===== src/rtl/eq_band_combiner_if.sv =====
// eq_band_combiner_if: band-sample handshake, gain write port and result bundle for eq_band_combiner
//   band_in/in_valid/in_ready : packed signed band samples and accept handshake
//   gain_we/gain_addr/gain_wdata : per-band Q2.14 gain register write
//   y_out/out_valid/sat/drop_err : combined result, result pulse, saturation and sticky drop flags
interface eq_band_combiner_if #(
    parameter int NBANDS = 8,
    parameter int DW     = 32,
    parameter int GW     = 16
);
    logic [NBANDS*DW-1:0]      band_in;
    logic                      in_valid;
    logic                      in_ready;
    logic                      gain_we;
    logic [$clog2(NBANDS)-1:0] gain_addr;
    logic signed [GW-1:0]      gain_wdata;
    logic signed [DW-1:0]      y_out;
    logic                      out_valid;
    logic                      sat;
    logic                      drop_err;
    modport master (
        output band_in, in_valid, gain_we, gain_addr, gain_wdata,
        input  in_ready, y_out, out_valid, sat, drop_err
    );
    modport slave (
        input  band_in, in_valid, gain_we, gain_addr, gain_wdata,
        output in_ready, y_out, out_valid, sat, drop_err
    );
endinterface


===== src/rtl/eq_band_combiner.sv =====
// eq_band_combiner: weighted recombination of 8 equalizer bands with one time-multiplexed MAC
//   clk   : system clock, rising edge
//   rst_p : synchronous active-high reset
//   bus   : eq_band_combiner_if.slave (samples in, gain writes, result out)
module eq_band_combiner #(
    parameter int NBANDS = 8,
    parameter int DW     = 32,
    parameter int GW     = 16,
    parameter int FRAC   = 14
) (
    input logic               clk,
    input logic               rst_p,
    eq_band_combiner_if.slave bus
);
    typedef enum logic [1:0] {IDLE, MAC, ROUND} state_t;
    localparam int AW = DW + GW + 3;
    localparam int IW = $clog2(NBANDS);
    localparam logic signed [AW-1:0] YMAX = {{(AW-DW+1){1'b0}}, {(DW-1){1'b1}}};
    localparam logic signed [AW-1:0] YMIN = {{(AW-DW+1){1'b1}}, {(DW-1){1'b0}}};
    localparam logic signed [AW-1:0] HALF = AW'(1) <<< (FRAC - 1);
    state_t               state_q;
    logic signed [DW-1:0] band_q  [NBANDS];
    logic signed [GW-1:0] gain_q  [NBANDS];
    logic signed [GW-1:0] wgain_q [NBANDS];
    logic signed [AW-1:0] acc_q;
    logic [IW-1:0]        idx_q;
    logic signed [DW-1:0] y_q;
    logic                 ov_q;
    logic                 sat_q;
    logic                 drop_q;
    logic signed [DW+GW-1:0] prod_d;
    logic signed [AW-1:0]    acc_d;
    logic signed [AW-1:0]    rnd_d;
    logic signed [DW-1:0]    y_d;
    logic                    sat_d;
    assign prod_d = band_q[idx_q] * wgain_q[idx_q];
    assign acc_d  = acc_q + {{(AW-DW-GW){prod_d[DW+GW-1]}}, prod_d};
    // Adding half an LSB before the arithmetic shift rounds ties toward +inf
    assign rnd_d  = (acc_q + HALF) >>> FRAC;
    assign sat_d  = (rnd_d > YMAX) || (rnd_d < YMIN);
    assign y_d    = (rnd_d > YMAX) ? YMAX[DW-1:0] : (rnd_d < YMIN) ? YMIN[DW-1:0] : rnd_d[DW-1:0];
    assign bus.in_ready  = (state_q == IDLE);
    assign bus.y_out     = y_q;
    assign bus.out_valid = ov_q;
    assign bus.sat       = sat_q;
    assign bus.drop_err  = drop_q;
    always_ff @(posedge clk) begin
        if (rst_p) begin
            state_q <= IDLE;
            acc_q   <= '0;
            idx_q   <= '0;
            y_q     <= '0;
            ov_q    <= 1'b0;
            sat_q   <= 1'b0;
            drop_q  <= 1'b0;
            for (int k = 0; k < NBANDS; k++) begin
                gain_q[k]  <= GW'(1 << FRAC);
                wgain_q[k] <= '0;
                band_q[k]  <= '0;
            end
        end else begin
            ov_q <= 1'b0;
            if (bus.gain_we) gain_q[bus.gain_addr] <= bus.gain_wdata;
            if (bus.in_valid && state_q != IDLE) drop_q <= 1'b1;
            case (state_q)
                IDLE: if (bus.in_valid) begin
                    for (int k = 0; k < NBANDS; k++) band_q[k] <= bus.band_in[k*DW +: DW];
                    // Snapshot uses the pre-write gains; a same-edge write lands in gain_q only
                    wgain_q <= gain_q;
                    acc_q   <= '0;
                    idx_q   <= '0;
                    state_q <= MAC;
                end
                MAC: begin
                    acc_q <= acc_d;
                    idx_q <= idx_q + 1'b1;
                    if (idx_q == IW'(NBANDS - 1)) state_q <= ROUND;
                end
                ROUND: begin
                    y_q     <= y_d;
                    sat_q   <= sat_d;
                    ov_q    <= 1'b1;
                    state_q <= IDLE;
                end
                default: state_q <= IDLE;
            endcase
        end
    end
endmodule


===== src/flat_wrapper.sv =====
// flat-port wrapper written by rule: the top's interface ports become plain ports
module eq_band_combiner_flat 
#(
    parameter int NBANDS = 8,
    parameter int DW     = 32,
    parameter int GW     = 16,
    parameter int FRAC   = 14
)
  (clk, rst_p, bus_band_in, bus_in_valid, bus_gain_we, bus_gain_addr, bus_gain_wdata, bus_in_ready, bus_y_out, bus_out_valid, bus_sat, bus_drop_err);
  eq_band_combiner_if #(.NBANDS(NBANDS), .DW(DW), .GW(GW)) bus_i ();
  input logic clk;
  input logic rst_p;
  input wire logic [$bits(bus_i.band_in)-1:0] bus_band_in;
  input wire logic [$bits(bus_i.in_valid)-1:0] bus_in_valid;
  input wire logic [$bits(bus_i.gain_we)-1:0] bus_gain_we;
  input wire logic [$bits(bus_i.gain_addr)-1:0] bus_gain_addr;
  input wire logic [$bits(bus_i.gain_wdata)-1:0] bus_gain_wdata;
  output wire logic [$bits(bus_i.in_ready)-1:0] bus_in_ready;
  output wire logic [$bits(bus_i.y_out)-1:0] bus_y_out;
  output wire logic [$bits(bus_i.out_valid)-1:0] bus_out_valid;
  output wire logic [$bits(bus_i.sat)-1:0] bus_sat;
  output wire logic [$bits(bus_i.drop_err)-1:0] bus_drop_err;
  assign bus_i.band_in = bus_band_in;
  assign bus_i.in_valid = bus_in_valid;
  assign bus_i.gain_we = bus_gain_we;
  assign bus_i.gain_addr = bus_gain_addr;
  assign bus_i.gain_wdata = bus_gain_wdata;
  assign bus_in_ready = bus_i.in_ready;
  assign bus_y_out = bus_i.y_out;
  assign bus_out_valid = bus_i.out_valid;
  assign bus_sat = bus_i.sat;
  assign bus_drop_err = bus_i.drop_err;
  eq_band_combiner #(.NBANDS(NBANDS), .DW(DW), .GW(GW), .FRAC(FRAC)) u_core (.clk(clk), .rst_p(rst_p), .bus(bus_i));
endmodule

===== config.mk =====
export PLATFORM = sky130hd
export DESIGN_NAME = eq_band_combiner_flat
export DESIGN_NICKNAME = d
export VERILOG_FILES = /design/src/rtl/eq_band_combiner_if.sv /design/src/rtl/eq_band_combiner.sv /design/src/flat_wrapper.sv
export SDC_FILE = /design/constraint.sdc
export NUM_CORES = 2
export LEC_CHECK = 0
export CORE_AREA = 2 2 319 321
export CTS_CLUSTER_DIAMETER = 100
export CTS_CLUSTER_SIZE = 30
export DETAILED_ROUTE_END_ITERATION = 6
export DIE_AREA = 0 0 321 323
export GPL_TIMING_DRIVEN = 0
export PLACE_DENSITY_LB_ADDON = 0.2
export SYNTH_ARGS = -nofsm -noshare
export SYNTH_HDL_FRONTEND = slang
export SYNTH_SLANG_ARGS = --single-unit
export TNS_END_PERCENT = 50

===== constraint.sdc =====
create_clock -name clk -period 13.5 [get_ports clk]
set_input_delay 1.35 -clock clk [delete_from_list [all_inputs] [get_ports clk]]
set_output_delay 1.35 -clock clk [all_outputs]
set_load 0.01 [all_outputs]

# Word level (Yosys, flattened, before mapping)
# Memories as Yosys holds them, arrays and structs flattened. A register that Yosys moved wholly into a read port is not among the register bits.
# Cells that the tools add are included.
# word_totals
ramBits	256
memories	1
regBits	347
out_inout_bits	36
# memory_table
memory	words	word_bits	rd	rd_clocked_by_memory_dff	write_ports	line	text
u_core.band_q	8	32	1	1	8	eq_band_combiner.sv:22	logic signed [DW-1:0] band_q [NBANDS];
# classes
mul	1
addsub	3
eq_ne	5
bitwise	10
magnitude_cmp	5
reduce_logical	9
n_mux	32
# ops
operator	n
32-bit 2-to-1 mux	10
128-bit bitwise mux	1
51-bit case mux with 2 select lines	1
51-bit by 15-bit adder with 51-bit output, second input constant	1
51-bit adder	1
51-bit 2-to-1 mux	1
16-bit binary-select mux with 3-bit select	1
16-bit demux with 3-bit select	1
32-bit by 16-bit multiplier with 48-bit output	1
16-bit 2-to-1 mux	3
37-bit by 32-bit > comparator with 1-bit output, second input constant	1
37-bit by 32-bit < comparator with 1-bit output, second input constant	1
3-bit 2-to-1 mux	3
4-bit greater-or-equal comparator, second input constant	2
3-bit inverter with 4-bit output	2
1-bit OR	8
1-bit 2-to-1 mux	7
3-bit case mux with 2 select lines	1
2-bit AND reduction	3
4-bit by 1-bit < comparator with 1-bit output, second input constant	1
2-bit 2-to-1 mux	2
2-bit case mux with 2 select lines	1
2-bit nonzero test	2
3-bit by 1-bit adder with 3-bit output, second input constant	1
8 further kinds	9

# Longest topological paths before layout
# depth
word_depth	7
mapped_depth	41
depth_no_buf	37

# Least setup slack after synthesis
# No wires, ideal clock.
# synth_path
path_type	reg-to-reg
from	register u_core.idx_q[0]
to	register u_core.acc_q[50]
path_stages_with_launch	36
setup_time_ps	123
t_required_ps	13377
arrival_time_ps	10153
slack_ps	3223
cell_sequence	dfxtp_1 clkbuf_1 buf_1 mux4_2 mux2i_1 clkbuf_1 nor2_1 fa_1 fa_1 fa_1 fa_1 fa_1 inv_1 fa_1 inv_1 ha_1 and3_1 a221o_1 o21a_1 a221o_1 a21o_1 a21o_1 a21oi_1 o21ai_1 xor2_1 ha_1 and2_1 a221oi_2 o21ai_0 a31o_2 o2111ai_1 a31oi_1 a2111oi_0 xor2_1 a21oi_1 o22ai_1
# synth_between
elab_chain_len	7
# synth_rtl
element	line	text
start, declared	eq_band_combiner.sv:26	logic [IW-1:0] idx_q;
start signal, assigned	eq_band_combiner.sv:76	idx_q <= idx_q + 1'b1;
3-bit inverter with 4-bit output (not written as such)	eq_band_combiner.sv:36	assign prod_d = band_q[idx_q] * wgain_q[idx_q];
16-bit binary-select mux with 3-bit select	eq_band_combiner.sv:36	
16-bit 2-to-1 mux (not written as such) (2 in a row)	eq_band_combiner.sv:36	
32-bit by 16-bit multiplier with 48-bit output	eq_band_combiner.sv:36	
51-bit adder	eq_band_combiner.sv:37	assign acc_d = acc_q + {{(AW-DW-GW){prod_d[DW+GW-1]}}, prod_d};
51-bit case mux with 2 select lines	eq_band_combiner.sv:65	case (state_q)
end signal, assigned	eq_band_combiner.sv:50	acc_q <= '0;
end signal, assigned	eq_band_combiner.sv:70	acc_q <= '0;
end signal, assigned	eq_band_combiner.sv:75	acc_q <= acc_d;
end, declared	eq_band_combiner.sv:25	logic signed [AW-1:0] acc_q;
# Every way passes these cells. The select of a mux whose other input is x is not followed.
# A chain may end at the register's enable or synchronous reset.

==> impl_metrics.py <==
metrics = {
    "floorplanning": {
        "coreArea_um2": 101000,
        "start_util_pct": 44.5,
        "die_area_um2": 104000,
        "dieHeight_um": 323,
        "die_x_um": 321,
        "io_pins": 315,
        "floorplan.rows": 117,
    },
    "clocking": {
        "cts_buffer_depth": 3,
        "root_buffer": "clkbuf_16",
        "cts_tree": "built",
        "clk_pin_slew_ps": 120,
        "hold_buffers": 0,
        "cts_buffers": 27,
        "insertion_delay_ps": 650,
        "cts_setup_buffers": 0,
        "clock-sinks": 606,
        "cts-htree-levels": 1,
        "ctsResizeCount": 0,
    },
    "route": {
        "num_vias": 33400,
        "drt_iter0_drc": 2726,
        "ant_nets": 0,
        "drtPass1Iterations": 7,
        "route.detailed.drc": 0,
        "avgRoutedWirePerCell_um": 21.8,
        "drt-total-wl_um": 135000,
        "via_per_inst": 5.42,
    },
    "worst_setup_path": {
        "crit_top_cell": "fa_1",
        "r2r_cells": 37,
        "critical_path_class": "reg2reg",
        "required_ps": 14050,
        "start_kind": "flop",
        "r2r_slack_ps": 740,
        "cp_max_fo": 10,
        "regToRegEndpoint": "u_core.acc_q[50]",
        "critPathSlowestCell": "mux2i_1",
        "worstSetupEndpointType": "flop",
        "critPathArrivalTime_ps": 13310,
        "critPathMaxStageDelay_ps": 1040,
    },
    "synth": {
        "syn_nets": 5431,
        "synth_cell_type_count": 73,
        "synth-seq-cells": 606,
        "yosys-top-cells-count": "nand2_1, inv_1, fa_1",
        "syn_inst": 4496,
        "ys_warn_count": 0,
        "synth_most_common_cell": "nand2_1",
        "syn_avg_cell_area_um2": 9.97,
        "synth_edf_count": 256,
        "synth_ff_type": "dfxtp_1",
        "syn_area_um2": 44800,
        "synthArstFlopShare_pct": 0,
        "ys_top_cells_by_area": "fa_1, edfxtp_1, dfxtp_1, nand2_1, inv_1",
        "synth_area_leader_cell": "fa_1",
        "synth_seq_area_share_pct": 32.8,
        "synth_top_area_share_pct": 21.7,
    },
    "power": {
        "p_leak_uw": 0.0212,
        "power_uw": 3890,
        "powerDensity_nw_per_um2": 77.0,
        "peakVddDrop_uv": 136,
    },
    "global_routing": {
        "grt_pass1_vias": 32900,
        "globalRouteTotalUtil_pct": 25.7,
        "grt_pass1_wl_um": 201000,
        "grt_start_max_net_pins": 128,
        "antenna_found_initial": 9,
        "globalRoute.totalOverflow": 0,
    },
    "sta": {
        "final.period_utilization_pct": 94.5,
        "rsz0062_at_grt": "false",
        "final.setup.tns_ps": 0,
        "max_freq_ghz": 0.0784,
        "clock_skew_ps": 44.2,
        "slew_headroom_pct": 7.51,
        "tightest_slew_ps": 1350,
        "final-hold-violation-count": 0,
        "setup_viol": 0,
        "maxSlewViolCount": 0,
        "fin_crit_ps": 12760,
    },
    "placement": {
        "gp_congestion": 0.950,
        "dp_hpwl_um": 110000,
        "io_buffers": 296,
    },
    "final_layout": {
        "regArea_um2": 14700,
        "drive_gt1_share_pct": 4.73,
        "area.growth.synth_to_final_pct": 12.6,
        "multi_input_area_um2": 26900,
        "fillCellCount": 9388,
        "fin_nets": 5761,
    },
    "run_status": {
        "status": "finished clean",
    },
    "min_path": {
        "holdPathEnd": "u_core.wgain_q[121]",
        "hp-start": "u_core.gain_q[121]",
        "min_delay_path_depth": 1,
        "hp-class": "reg2reg",
    },
    "flow_run": {
        "maxCapViolCount": 0,
    },
}
[per-stage QoR]
stage | instances | instance area, um^2 | hold WS (ps) | utilization (%) | setup WS (ps)
finish | 6160 | 50500 | 455 | 50.1 | 741
global route | 6155 | 50500 | 476 | 50.1 | 12.1
CTS | 6148 | 50400 | 458 | 50.1 | 789
detailed placement | 6106 | 49500 | 446 | 49.2 | 846
global placement | 6101 | 49400 | 442 | 49.1 | 424
floorplan | 4496 | 44800 | 436 | - | 3220
[sequential cells by signal, indices dropped and copies added, names as in the netlist, named ones only]
| signal | flops |
|---|---|
| u_core.bus.y_out | 32 |
| u_core.gain_q | 128 |
| u_core.bus.sat | 1 |
| u_core.bus.drop_err | 1 |
| u_core.idx_q | 3 |
| u_core.acc_q | 51 |
| u_core.state_q | 2 |
| u_core.wgain_q | 128 |
| u_core.bus.out_valid | 1 |
| u_core.band_q | 256 |
[placed cells by master (no fill, tap or decap), drive strengths merged, types with 74 or more instances in the layout]
| cell type | synthesis | routed |
|---|---|---|
| a21o | 75 | 75 |
| a21oi | 217 | 217 |
| a22o | 129 | 129 |
| and2 | 214 | 214 |
| clkbuf | 204 | 233 |
| clkdlybuf4s50 | 0 | 296 |
| dfxtp | 350 | 350 |
| edfxtp | 256 | 256 |
| fa | 487 | 487 |
| ha | 169 | 169 |
| inv | 621 | 626 |
| mux4 | 96 | 96 |
| nand2 | 643 | 643 |
| nor2 | 328 | 328 |
| nor2b | 89 | 89 |
| xnor2 | 74 | 74 |
[cell type report]
type,count,area share (%)
timing repair buffer,301,6.05
clock buffer,29,1.35
tap,1309,3.25
multi-input combinational,3040,53.4
clock inverter,13,0.397
antenna,12,0.0595
inverter,621,4.63
buffer,229,1.76
sequential,606,29.1
[worst max path at each step]
| stage | cells after the start | from | slack (ps) | endpoint |
|---|---|---|---|---|
| after CTS | 37 | flop | 790 | u_core.acc_q[50] |
| final | 37 | flop | 740 | u_core.acc_q[50] |
| after detailed placement | 37 | flop | 850 | u_core.acc_q[50] |
| after global placement | 37 | u_core.idx_q[0] | 420 | u_core.acc_q[50] |
| after global routing | 38 | u_core.idx_q[0] | 10 | u_core.acc_q[50] |
| after floorplan | 35 | u_core.idx_q[0] | 3220 | u_core.acc_q[50] |
[logic make-up (layout without fill, tap and decap cells)]
kind of cell / after synthesis / count (layout) / share of synthesized area, %
AO/OA/AOI/OAI: 640 / 640 / 9.74
XOR/XNOR: 126 / 126 / 2.46
adder cells (fa/ha/maj): 656 / 656 / 26.5
buffers and inverters: 850 / 1193 / 7.18
flip-flops: 606 / 606 / 32.8
multiplexers: 174 / 174 / 6.68
other: 0 / 12 / 0
AND/OR/NAND/NOR: 1444 / 1444 / 14.7
[per-layer routing]
metal  wire length [um]  vias to the layer above  track usage (%)  part of all wire (%)
met5                  0                        -                0                     0
met4               3570                        0             7.18                   2.7
met3               7760                      153             3.24                   5.8
met2              67500                      977             44.1                    50
met1              55800                    16900             34.4                    41
li1                   -                    15300                -                     -
[critical path, delay by kind of cell, from the launching register on]
family          cells  cell delay, ps
buf+inv             6            1850
xor+xnor            2             380
mux                 2            1740
fa+ha+maj           8            3860
flops               1             320
simple gates        4             780
compound gates     15            3660
[power by group]
group	switching (uW)	internal, uW	total [uW]
clock	630	426	1060
combinational	492	295	786
sequential	38.0	2010	2040
Note: power is estimated with default switching activity, not from simulation.
